$ cat src/rtl/mfp_seven_segment_scan_controller_pkg.sv
// Shared definitions for the 7-segment scan controller.
// Holds the scan FSM encoding and the active-low {g,f,e,d,c,b,a} glyph table.
package mfp_seven_segment_scan_controller_pkg;

  typedef enum logic [1:0] {
    ST_IDLE  = 2'd0,
    ST_BLANK = 2'd1,
    ST_LIT   = 2'd2,
    ST_DARK  = 2'd3
  } scan_state_e;

  // All segments off (active-low).
  localparam logic [6:0] SEG_OFF   = 7'b1111111;

  // Hex glyphs, active-low {g,f,e,d,c,b,a}.
  localparam logic [6:0] SEG_HEX_0 = 7'b1000000;
  localparam logic [6:0] SEG_HEX_1 = 7'b1111001;
  localparam logic [6:0] SEG_HEX_2 = 7'b0100100;
  localparam logic [6:0] SEG_HEX_3 = 7'b0110000;
  localparam logic [6:0] SEG_HEX_4 = 7'b0011001;
  localparam logic [6:0] SEG_HEX_5 = 7'b0010010;
  localparam logic [6:0] SEG_HEX_6 = 7'b0000010;
  localparam logic [6:0] SEG_HEX_7 = 7'b1111000;
  localparam logic [6:0] SEG_HEX_8 = 7'b0000000;
  localparam logic [6:0] SEG_HEX_9 = 7'b0010000;
  localparam logic [6:0] SEG_HEX_A = 7'b0001000;
  localparam logic [6:0] SEG_HEX_B = 7'b0000011;
  localparam logic [6:0] SEG_HEX_C = 7'b1000110;
  localparam logic [6:0] SEG_HEX_D = 7'b0100001;
  localparam logic [6:0] SEG_HEX_E = 7'b0000110;
  localparam logic [6:0] SEG_HEX_F = 7'b0001110;

endpackage

$ cat src/rtl/mfp_seven_segment_scan_controller_hex_to_seven_segments.sv
// Combinational nibble to active-low 7-segment glyph decoder.
module mfp_hex_to_seven_segments
  import mfp_seven_segment_scan_controller_pkg::*;
(
  input  logic [3:0] hex,
  output logic [6:0] seven_segments
);

  // Look up the glyph for the nibble; unknown codes blank the digit.
  always_comb begin
    seven_segments = SEG_OFF;
    case (hex)
      4'h0:    seven_segments = SEG_HEX_0;
      4'h1:    seven_segments = SEG_HEX_1;
      4'h2:    seven_segments = SEG_HEX_2;
      4'h3:    seven_segments = SEG_HEX_3;
      4'h4:    seven_segments = SEG_HEX_4;
      4'h5:    seven_segments = SEG_HEX_5;
      4'h6:    seven_segments = SEG_HEX_6;
      4'h7:    seven_segments = SEG_HEX_7;
      4'h8:    seven_segments = SEG_HEX_8;
      4'h9:    seven_segments = SEG_HEX_9;
      4'hA:    seven_segments = SEG_HEX_A;
      4'hB:    seven_segments = SEG_HEX_B;
      4'hC:    seven_segments = SEG_HEX_C;
      4'hD:    seven_segments = SEG_HEX_D;
      4'hE:    seven_segments = SEG_HEX_E;
      4'hF:    seven_segments = SEG_HEX_F;
      default: seven_segments = SEG_OFF;
    endcase
  end

endmodule

$ cat src/rtl/mfp_seven_segment_scan_controller.sv
// Time-multiplexed scan controller for a common-anode 7-segment display.
// Each digit slot is: anti-ghost blank ticks, then brightness-controlled lit
// ticks, then dark ticks. Number/dots/zero-suppression mask are captured at
// frame start so a frame never shows a mix of old and new values.
// A suppressed leading-zero digit whose dot bit is set still selects its
// anode with all segments off, so the decimal point alone is visible.
// N_DIGITS must be at least 2.
module mfp_seven_segment_scan_controller
  import mfp_seven_segment_scan_controller_pkg::*;
#(
  parameter int N_DIGITS    = 8,
  parameter int SLOT_TICKS  = 16,
  parameter int BLANK_TICKS = 1,
  parameter int BRIGHT_W    = 4
) (
  input  logic                    clock,
  input  logic                    resetn,
  input  logic                    tick,
  input  logic                    enable,
  input  logic [4*N_DIGITS-1:0]   number,
  input  logic [N_DIGITS-1:0]     dots,
  input  logic                    lz_suppress,
  input  logic [BRIGHT_W-1:0]     brightness,
  output logic [6:0]              seven_segments,
  output logic                    dot,
  output logic [N_DIGITS-1:0]     anodes,
  output logic                    frame_start
);

  localparam int TW = $clog2(SLOT_TICKS);
  localparam int DW = $clog2(N_DIGITS);

  localparam logic [TW-1:0]       T_LAST    = TW'(SLOT_TICKS - 1);
  localparam logic [DW-1:0]       D_LAST    = DW'(N_DIGITS - 1);
  localparam logic [31:0]         MAX_LIT   = 32'(SLOT_TICKS - BLANK_TICKS);
  localparam logic [31:0]         BLANK_END = 32'(BLANK_TICKS);
  localparam logic [N_DIGITS-1:0] AN_OFF    = {N_DIGITS{1'b1}};
  localparam logic [N_DIGITS-1:0] AN_ONE    = {{(N_DIGITS-1){1'b0}}, 1'b1};

  scan_state_e             state_r, state_nxt_s, phase_s;
  logic [TW-1:0]           t_r, t_nxt_s;
  logic [DW-1:0]           digit_r, digit_nxt_s;
  logic                    snap_load_s;
  logic                    frame_start_nxt_s;

  logic [4*N_DIGITS-1:0]   number_r;
  logic [N_DIGITS-1:0]     dots_r;
  logic [N_DIGITS-1:0]     supp_r, supp_s;

  logic [31:0]             lit_ticks_s;
  logic [31:0]             t_inc_s;
  logic [3:0]              nibble_s;
  logic [6:0]              dec_seg_s;

  logic [6:0]              seg_r, seg_nxt_s;
  logic                    dot_r, dot_nxt_s;
  logic [N_DIGITS-1:0]     anodes_r, anodes_nxt_s;
  logic                    frame_start_r;

  // Lit length for this slot, saturated so blanking plus lit never exceeds the slot.
  always_comb begin
    if (32'(brightness) < MAX_LIT) begin
      lit_ticks_s = 32'(brightness);
    end else begin
      lit_ticks_s = MAX_LIT;
    end
  end

  // Phase the slot will be in once the tick counter advances by one.
  always_comb begin
    t_inc_s = 32'(t_r) + 32'd1;
    if (t_inc_s < BLANK_END) begin
      phase_s = ST_BLANK;
    end else if (t_inc_s < (BLANK_END + lit_ticks_s)) begin
      phase_s = ST_LIT;
    end else begin
      phase_s = ST_DARK;
    end
  end

  // Leading-zero mask: digit i is blanked when it and every higher nibble are zero.
  always_comb begin : lz_mask
    logic zero_tail_v;
    zero_tail_v = 1'b1;
    supp_s      = {N_DIGITS{1'b0}};
    for (int i = N_DIGITS - 1; i >= 0; i--) begin
      zero_tail_v = zero_tail_v & (number[4*i +: 4] == 4'h0);
      if (i > 0) begin
        supp_s[i] = lz_suppress & zero_tail_v;
      end else begin
        supp_s[i] = 1'b0;
      end
    end
  end

  // Next-state logic: scan advances only on tick; dropping enable parks in IDLE.
  always_comb begin
    state_nxt_s       = state_r;
    t_nxt_s           = t_r;
    digit_nxt_s       = digit_r;
    snap_load_s       = 1'b0;
    frame_start_nxt_s = 1'b0;
    if (!enable) begin
      state_nxt_s = ST_IDLE;
      t_nxt_s     = {TW{1'b0}};
      digit_nxt_s = {DW{1'b0}};
    end else if (tick) begin
      case (state_r)
        ST_IDLE: begin
          state_nxt_s       = ST_BLANK;
          t_nxt_s           = {TW{1'b0}};
          digit_nxt_s       = {DW{1'b0}};
          snap_load_s       = 1'b1;
          frame_start_nxt_s = 1'b1;
        end
        ST_BLANK, ST_LIT, ST_DARK: begin
          if (t_r == T_LAST) begin
            state_nxt_s = ST_BLANK;
            t_nxt_s     = {TW{1'b0}};
            if (digit_r == D_LAST) begin
              digit_nxt_s       = {DW{1'b0}};
              snap_load_s       = 1'b1;
              frame_start_nxt_s = 1'b1;
            end else begin
              digit_nxt_s = digit_r + {{(DW-1){1'b0}}, 1'b1};
            end
          end else begin
            state_nxt_s = phase_s;
            t_nxt_s     = t_r + {{(TW-1){1'b0}}, 1'b1};
          end
        end
        default: begin
          state_nxt_s = ST_IDLE;
          t_nxt_s     = {TW{1'b0}};
          digit_nxt_s = {DW{1'b0}};
        end
      endcase
    end else begin
      state_nxt_s = state_r;
    end
  end

  // Scan FSM, slot tick counter and digit counter.
  always_ff @(posedge clock or negedge resetn) begin
    if (!resetn) begin
      state_r <= ST_IDLE;
      t_r     <= {TW{1'b0}};
      digit_r <= {DW{1'b0}};
    end else begin
      state_r <= state_nxt_s;
      t_r     <= t_nxt_s;
      digit_r <= digit_nxt_s;
    end
  end

  // Frame snapshot of the displayed value, dots and suppression mask.
  always_ff @(posedge clock or negedge resetn) begin
    if (!resetn) begin
      number_r <= {(4*N_DIGITS){1'b0}};
      dots_r   <= {N_DIGITS{1'b0}};
      supp_r   <= {N_DIGITS{1'b0}};
    end else if (snap_load_s) begin
      number_r <= number;
      dots_r   <= dots;
      supp_r   <= supp_s;
    end else begin
      number_r <= number_r;
    end
  end

  assign nibble_s = number_r[{digit_nxt_s, 2'b00} +: 4];

  mfp_hex_to_seven_segments u_hex (
    .hex            (nibble_s),
    .seven_segments (dec_seg_s)
  );

  // Pin values for the next clock; segments only move together with the anodes.
  always_comb begin
    seg_nxt_s    = seg_r;
    dot_nxt_s    = dot_r;
    anodes_nxt_s = anodes_r;
    if (!enable) begin
      seg_nxt_s    = SEG_OFF;
      dot_nxt_s    = 1'b1;
      anodes_nxt_s = AN_OFF;
    end else if (tick) begin
      seg_nxt_s    = SEG_OFF;
      dot_nxt_s    = 1'b1;
      anodes_nxt_s = AN_OFF;
      if (state_nxt_s == ST_LIT) begin
        if (!supp_r[digit_nxt_s]) begin
          anodes_nxt_s = ~(AN_ONE << digit_nxt_s);
          seg_nxt_s    = dec_seg_s;
          dot_nxt_s    = ~dots_r[digit_nxt_s];
        end else if (dots_r[digit_nxt_s]) begin
          anodes_nxt_s = ~(AN_ONE << digit_nxt_s);
          dot_nxt_s    = 1'b0;
        end else begin
          anodes_nxt_s = AN_OFF;
        end
      end else begin
        anodes_nxt_s = AN_OFF;
      end
    end else begin
      anodes_nxt_s = anodes_r;
    end
  end

  // Registered pin drivers and frame-start pulse.
  always_ff @(posedge clock or negedge resetn) begin
    if (!resetn) begin
      seg_r         <= SEG_OFF;
      dot_r         <= 1'b1;
      anodes_r      <= AN_OFF;
      frame_start_r <= 1'b0;
    end else begin
      seg_r         <= seg_nxt_s;
      dot_r         <= dot_nxt_s;
      anodes_r      <= anodes_nxt_s;
      frame_start_r <= frame_start_nxt_s;
    end
  end

  assign seven_segments = seg_r;
  assign dot            = dot_r;
  assign anodes         = anodes_r;
  assign frame_start    = frame_start_r;

endmodule
$ cat config.mk
export PLATFORM = sky130hd
export DESIGN_NAME = mfp_seven_segment_scan_controller
export DESIGN_NICKNAME = d
export VERILOG_FILES = /design/src/rtl/mfp_seven_segment_scan_controller_pkg.sv /design/src/rtl/mfp_seven_segment_scan_controller_hex_to_seven_segments.sv /design/src/rtl/mfp_seven_segment_scan_controller.sv
export SDC_FILE = /design/constraint.sdc
export NUM_CORES = 1
export LEC_CHECK = 0
export CORE_MARGIN = 2
export CORE_UTILIZATION = 50
export CTS_BUF_LIST = sky130_fd_sc_hd__clkbuf_8
export CTS_CLUSTER_SIZE = 30
export DETAILED_ROUTE_END_ITERATION = 10
export PLACE_DENSITY = 0.78
export SKIP_LAST_GASP = 1
export SLEW_MARGIN = 20
export SYNTH_ARGS = -nofsm -noshare
export SYNTH_HDL_FRONTEND = slang
export SYNTH_HIERARCHICAL = 1
export SYNTH_SLANG_ARGS = --single-unit
$ cat constraint.sdc
create_clock -name clock -period 3.95 [get_ports clock]
set_clock_uncertainty 0.15 [all_clocks]
set_input_delay 0.395 -clock clock [delete_from_list [all_inputs] [get_ports clock]]
set_output_delay 0.395 -clock clock [all_outputs]
set_load 0.01 [all_outputs]
; Yosys cells after proc, flatten, opt, wreduce, memory -nomap -nowiden
; Memory sizes are Yosys's and may differ from the RTL's.
; Index checks and enable logic that the tools add are counted.
[totals]
register_bits = 73
latchBits = 0
ram_bits = 0
mem_bits_ro = 112
input_bits = 49
output_inout_bits = 17
mem_count = 1
[classes]
n_addsub = 4
mul = 0
div = 0
order_cmp = 4
eq_ne = 7
shifts = 2
muxes = 39
n_bitwise = 15
reduce_logical = 9
[memory_table]
columns = name, depth, width, rd, rd_ports_with_merged_regs, write_ports, line
row1 = (name not given), 16, 7, 1, 0, 0, mfp_seven_segment_scan_controller_hex_to_seven_segments.sv:12  ; case (hex)
[op_table]
columns = op, n
row1 = $mux W8, 5
row2 = $add A1 B32 Y32 const A, 1
row3 = $lt A5 B32 Y1, 1
row4 = $shiftx A32 B6 Y4, 1
row5 = $logic_not A4 Y1, 7
row6 = $mux W7, 4
row7 = $mux W4, 4
row8 = $and A1 B1 Y1, 13
row9 = $mux W1, 12
row10 = $mux W3, 4
row11 = $mux W2, 4
row12 = $not A8 Y8, 1
row13 = $pmux W4 S2, 1
row14 = $shl A1 B3 Y8 const A, 1
row15 = $bmux W1 S3, 2
row16 = $eq A2 B2 Y1 const B, 3
row17 = $pmux W3 S2, 1
row18 = $add A4 B1 Y5 const B, 1
row19 = $lt A5 B1 Y1 const B, 1
row20 = $add A4 B1 Y4 const B, 1
row21 = $eq A4 B4 Y1 const B, 1
row22 = $lt A3 B4 Y1 const B, 1
row23 = $lt A4 B4 Y1 const B, 1
row24 = $pmux W2 S2, 1
row25 = 8 further kinds, 8

; Longest topological paths before layout
[depth]
depth_word = 14
ltp_mapped = 16

; Cells and area by module
; The synthesis kept the hierarchy.
[modules_own_cells]
columns = module, n_inst, cells_per_inst, area_each_um2, seq_area_each_um2
row1 = mfp_seven_segment_scan_controller, 1, 418, 3849.9, 1846.8
row2 = mfp_hex_to_seven_segments, 1, 32, 275.3, 0.0

; Least setup slack after synthesis
; OpenSTA, ideal clock, no wires.
[synth_path]
kind = flip-flop to flip-flop
startpoint = register t_r[0]
endpoint = register seg_r[0] (netlist: seven_segments[0])
t_arrival_ps = 3692
required_time_ps = 3718
slack_ps = 26
stages_incl_launch_ff = 16
period_less_slack_ps = 3924
path_cell_list = dfrtp_1 > ha_1 > and4_1 > and3_4 > o21ai_2 > buf_2 > mux2_2 > mux4_2 > inv_1 > ha_1 > and2b_2 > or3b_1 > o21ai_0 > o21bai_1 > nor4_1 > nor3_1
[synth_via]
word_cells_on_any_way = 23
classes_between = add/sub: 1 / order compare: 2 / eq/ne: 2 / shift: 1 / mux: 16 / memory: 1
[synth_lines]
columns = element, line
row1 = "start, declared", mfp_seven_segment_scan_controller.sv:41  ; logic [TW-1:0] t_r, t_nxt_s;
row2 = "start signal, assigned", mfp_seven_segment_scan_controller.sv:147  ; t_r <= {TW{1'b0}};
row3 = "start signal, assigned", mfp_seven_segment_scan_controller.sv:151  ; t_r <= t_nxt_s;
row4 = $eq A4 B4 Y1, mfp_seven_segment_scan_controller.sv:117  ; if (t_r == T_LAST) begin
row5 = $mux W3, mfp_seven_segment_scan_controller.sv:117
row6 = $pmux W3 S2, mfp_seven_segment_scan_controller.sv:108  ; case (state_r)
row7 = $mux W3, mfp_seven_segment_scan_controller.sv:107  ; end else if (tick) begin
row8 = $mux W3, mfp_seven_segment_scan_controller.sv:103  ; if (!enable) begin
row9 = $shiftx A32 B6 Y4, mfp_seven_segment_scan_controller.sv:171  ; assign nibble_s = number_r[{digit_nxt_s, 2'b00} +: 4];
row10 = via nibble_s[1], mfp_seven_segment_scan_controller.sv:52  ; logic [3:0] nibble_s;
row11 = $mem_v2 Z16 W7, -
row12 = via dec_seg_s[0], mfp_seven_segment_scan_controller.sv:53  ; logic [6:0] dec_seg_s;
row13 = $mux W7, mfp_seven_segment_scan_controller.sv:192  ; if (!supp_r[digit_nxt_s]) begin
row14 = $mux W7, mfp_seven_segment_scan_controller.sv:191  ; if (state_nxt_s == ST_LIT) begin
row15 = $mux W7, mfp_seven_segment_scan_controller.sv:187  ; end else if (tick) begin
row16 = $mux W7, mfp_seven_segment_scan_controller.sv:183  ; if (!enable) begin
row17 = "end signal, assigned", mfp_seven_segment_scan_controller.sv:218  ; seg_r <= seg_nxt_s;
row18 = "end, declared", mfp_seven_segment_scan_controller.sv:55  ; logic [6:0] seg_r, seg_nxt_s;
; The timed path passes the listed nets, and every way through them passes these cells. The select of a mux whose other input is x is not followed.
; A chain may end at the register's enable or synchronous reset.

; Worst setup path in the final report
[layout_path]
startpoint = register t_r[0]
endpoint = register seg_r[6] (netlist: seven_segments[6])
; The elaborated chain is that of the path after synthesis.

==> results.py <==
metrics = {
    "synth": {
        "ys.flop_type": "dfrtp_1",
        "synth_seq_area_share_pct": 44.8,
        "syn_inst": 450,
        "async_reset_ff_share_pct": 100,
        "ys_types": 66,
        "syn_nets": 515,
        "synthesis.area_sq_um": 4130,
        "synth_seq_cells": 73,
        "synth_edf_count": 0,
        "ys_warn_count": 6,
        "avgSynthCellArea_sq_um": 9.17,
    },
    "run": {
        "cap_viol_max_count": 0,
    },
    "sta": {
        "final.min_clock_period_ns": 3.84,
        "hold_viol": 0,
        "tns_ns": 0,
        "slew_headroom_pct": 52.4,
        "setup-violations-final": 0,
        "worst_slack_ns": 0.113,
        "fmax_ghz": 0.261,
        "rsz0062_at_grt": "yes",
        "max_slew.worst_pin.slew_ns": 0.715,
        "finalCritPeriodShare_pct": 97.2,
        "maxSlewViolCount": 0,
    },
    "routing": {
        "antenna_left": 0,
        "via_count": 3582,
        "first_iter_violations": 197,
        "drt_pass1_iterations": 5,
        "drc_errors": 0,
        "viasPerCell": 5.60,
        "routedWlPerCell_um": 15.8,
        "wl_um": 10100,
    },
    "finish": {
        "syn2layout_area_growth_pct": 27.1,
        "multiInputGateArea_sq_um": 2140,
        "diodes": 0,
        "final_net_count": 595,
        "fillers": 677,
        "layout.area.seq_sq_um": 1850,
        "drive_gt1_share_pct": 18.1,
        "fin_area_sq_um": 5240,
        "instances_no_fill": 640,
    },
    "floorplan": {
        "design.die.area_sq_um": 8990,
        "die_width_um": 94.8,
        "core_sq_um": 8090,
        "fp-row-count": 33,
        "die_y_um": 94.8,
        "ios": 66,
        "initial_core_util_pct": 51.0,
    },
    "clocking": {
        "insertion_delay_ns": 0.35,
        "path_clk_slew_ns": 0.08,
        "cts_sinks": 73,
        "cts_tree": "done",
        "cts_max_level": 3,
        "cts_buffers": 9,
        "clockBufferDepth": 2,
        "ctsRootBufferMaster": "clkbuf_8",
    },
    "placement": {
        "dpl_cell_area_sq_um": 4980,
        "io_buffers": 65,
        "post-place-cells": 621,
        "dpl.hpwl_um": 7350,
        "pre_cts_ws_ns": -0.0980,
        "routabilityCongestion": 0.918,
    },
    "pwr": {
        "powerDensity_nw_per_um2": 371,
        "ir_worst_vdd_mv": 0.321,
        "leakagePower_nw": 2.41,
        "p_total_mw": 1.95,
    },
    "worst_setup_path": {
        "startpoint": "t_r[0]$_DFFE_PN0P_",
        "reg2reg_to": "seven_segments[6]$_DFFE_PN1P_",
        "worstPathMaxFanout": 11,
        "arrival_ns": 3.96,
        "cp.required_ns": 4.08,
        "startpoint_type": "flop",
        "reg2reg_from": "t_r[0]$_DFFE_PN0P_",
        "r2r_slack_ns": 0.11,
        "cp-end-kind": "flop",
        "rr_worst_depth": 13,
        "path_class": "flop to flop",
    },
    "worst_hold_path": {
        "whs_endpoint": "supp_r[2]$_DFFE_PN0P_",
        "hp-class": "flop to flop",
        "hold_depth": 2,
        "min_from": "supp_r[2]$_DFFE_PN0P_",
    },
    "global_route": {
        "grt_pass1_vias": 3509,
        "track_usage_pct": 23.8,
        "antenna_found_initial": 0,
        "overflow": 0,
        "grt_pass1_wl_um": 16400,
        "grt_max_degree": 45,
    },
    "run_status": {
        "outcome": "finished, final reports clean",
    },
}
-- power by group --
part	internal, mW	leakage [nW]	switching, mW	total (mW)
Combinational	0.220	1.41	0.218	0.438
Sequential	0.842	0.900	0.0677	0.909
Clock	0.297	0.0966	0.301	0.598
Total	1.36	2.41	0.587	1.95
-- placed cells by master, fill, tap and decap left out, drive strengths merged, types with 2 or more instances in the layout --
cell,n
a22o,4
or2,2
a221o,2
o2bb2ai,2
nand4,2
a211oi,2
nor2,34
o21ai,12
ha,16
a22oi,2
and2,4
or4,2
clkdlybuf4s50,64
mux2i,5
xnor2,2
o21bai,7
inv,16
a2111oi,8
nor4,17
buf,28
mux2,18
nand2b,2
nand3,10
clkinvlp,2
clkbuf,9
clkinv,3
and3b,2
mux4,5
o211a,2
a31oi,5
and3,3
dfstp,16
nor3b,2
dfrtp,57
nor3,10
nand2,130
a21oi,9
-- repair_timing --
item / in CTS / in global routing
hold endpoints to repair: 16 / 0
hold buffers: 1 / 0
resized for setup: 0 / 9
setup buffers: 0 / 2
endpoints found under the setup margin: 0 / 6
-- how the worst max path moves through the flow --
stage,endpoint
detailed placement,seven_segments[6]$_DFFE_PN1P_
floorplan,seven_segments[0]$_DFFE_PN1P_
finish,seven_segments[6]$_DFFE_PN1P_
global route,seven_segments[0]$_DFFE_PN1P_
CTS,seven_segments[0]$_DFFE_PN1P_
global placement,seven_segments[0]$_DFFE_PN1P_
-- logic make-up after synthesis --
logic type,after synthesis,synth area share [%]
muxes,28,8.95
xor gates and xnor gates,3,0.637
AOI/OAI and AO/OA,66,12.0
buffers and inverters,39,4.37
and+or+nand+nor,225,24.4
DFF,73,44.8
adders and majority gates,16,4.85
-- layer usage --
metal	share of wire [%]	GRT usage, %
met5	0	0
met1	43	30.1
met4	2.8	9.42
met3	6.5	4.87
met2	48	40.0
-- Yosys cell counts, types with 9 or more instances --
cell type / number / area share (%)
a21oi_1: 9 / 1.1
buf_2: 10 / 1.2
clkbuf_1: 9 / 0.82
dfrtp_1: 57 / 35
dfstp_2: 16 / 10
ha_1: 16 / 4.9
inv_1: 11 / 1.0
mux2_2: 18 / 4.9
nand2_1: 130 / 12
nand3_1: 9 / 1.1
nor2_1: 34 / 3.1
nor3_1: 10 / 1.2
nor4_1: 16 / 2.4
o21ai_0: 10 / 1.2
-- worst max-delay path, cell delays in order, from the launching register on --
cell and delay, ns:
dfrtp_1 0.41, ha_4 0.20, and4_1 0.22, and3_4 0.21
o21ai_4 0.17, buf_12 0.15, mux2_2 0.33, mux4_2 0.52
buf_4 0.16, ha_1 0.21, mux2_2 0.27, a22o_1 0.21
a2111oi_1 0.44, nor3_1 0.10
-- per-stage QoR --
| stage | hold slack [ns] | utilization [%] |
|---|---|---|
| floorplan | -0.0506 | - |
| finish | 0.331 | 64.8 |
| global placement | 0.301 | 61.5 |
| CTS | 0.337 | 64.1 |
| detailed placement | 0.317 | 61.5 |
| global route | 0.362 | 64.8 |
-- flip-flops by register name, indices dropped and copies added (netlist names) --
signal	cells
number_r	32
anodes	8
dots_r	8
seven_segments	7
supp_r	7
t_r	4
digit_r	3
state_r	2
dot	1
frame_start	1
-- cell type report --
cell class,count,share of cell area (%)
Clock buffer,9,2.36
Multi-Input combinational cell,338,40.7
Clock inverter,7,1.46
Tap cell,105,2.51
Timing Repair Buffer,93,16.6
Sequential cell,73,35.2
Inverter,15,1.12
Note: power is estimated with default switching activity, not from simulation.
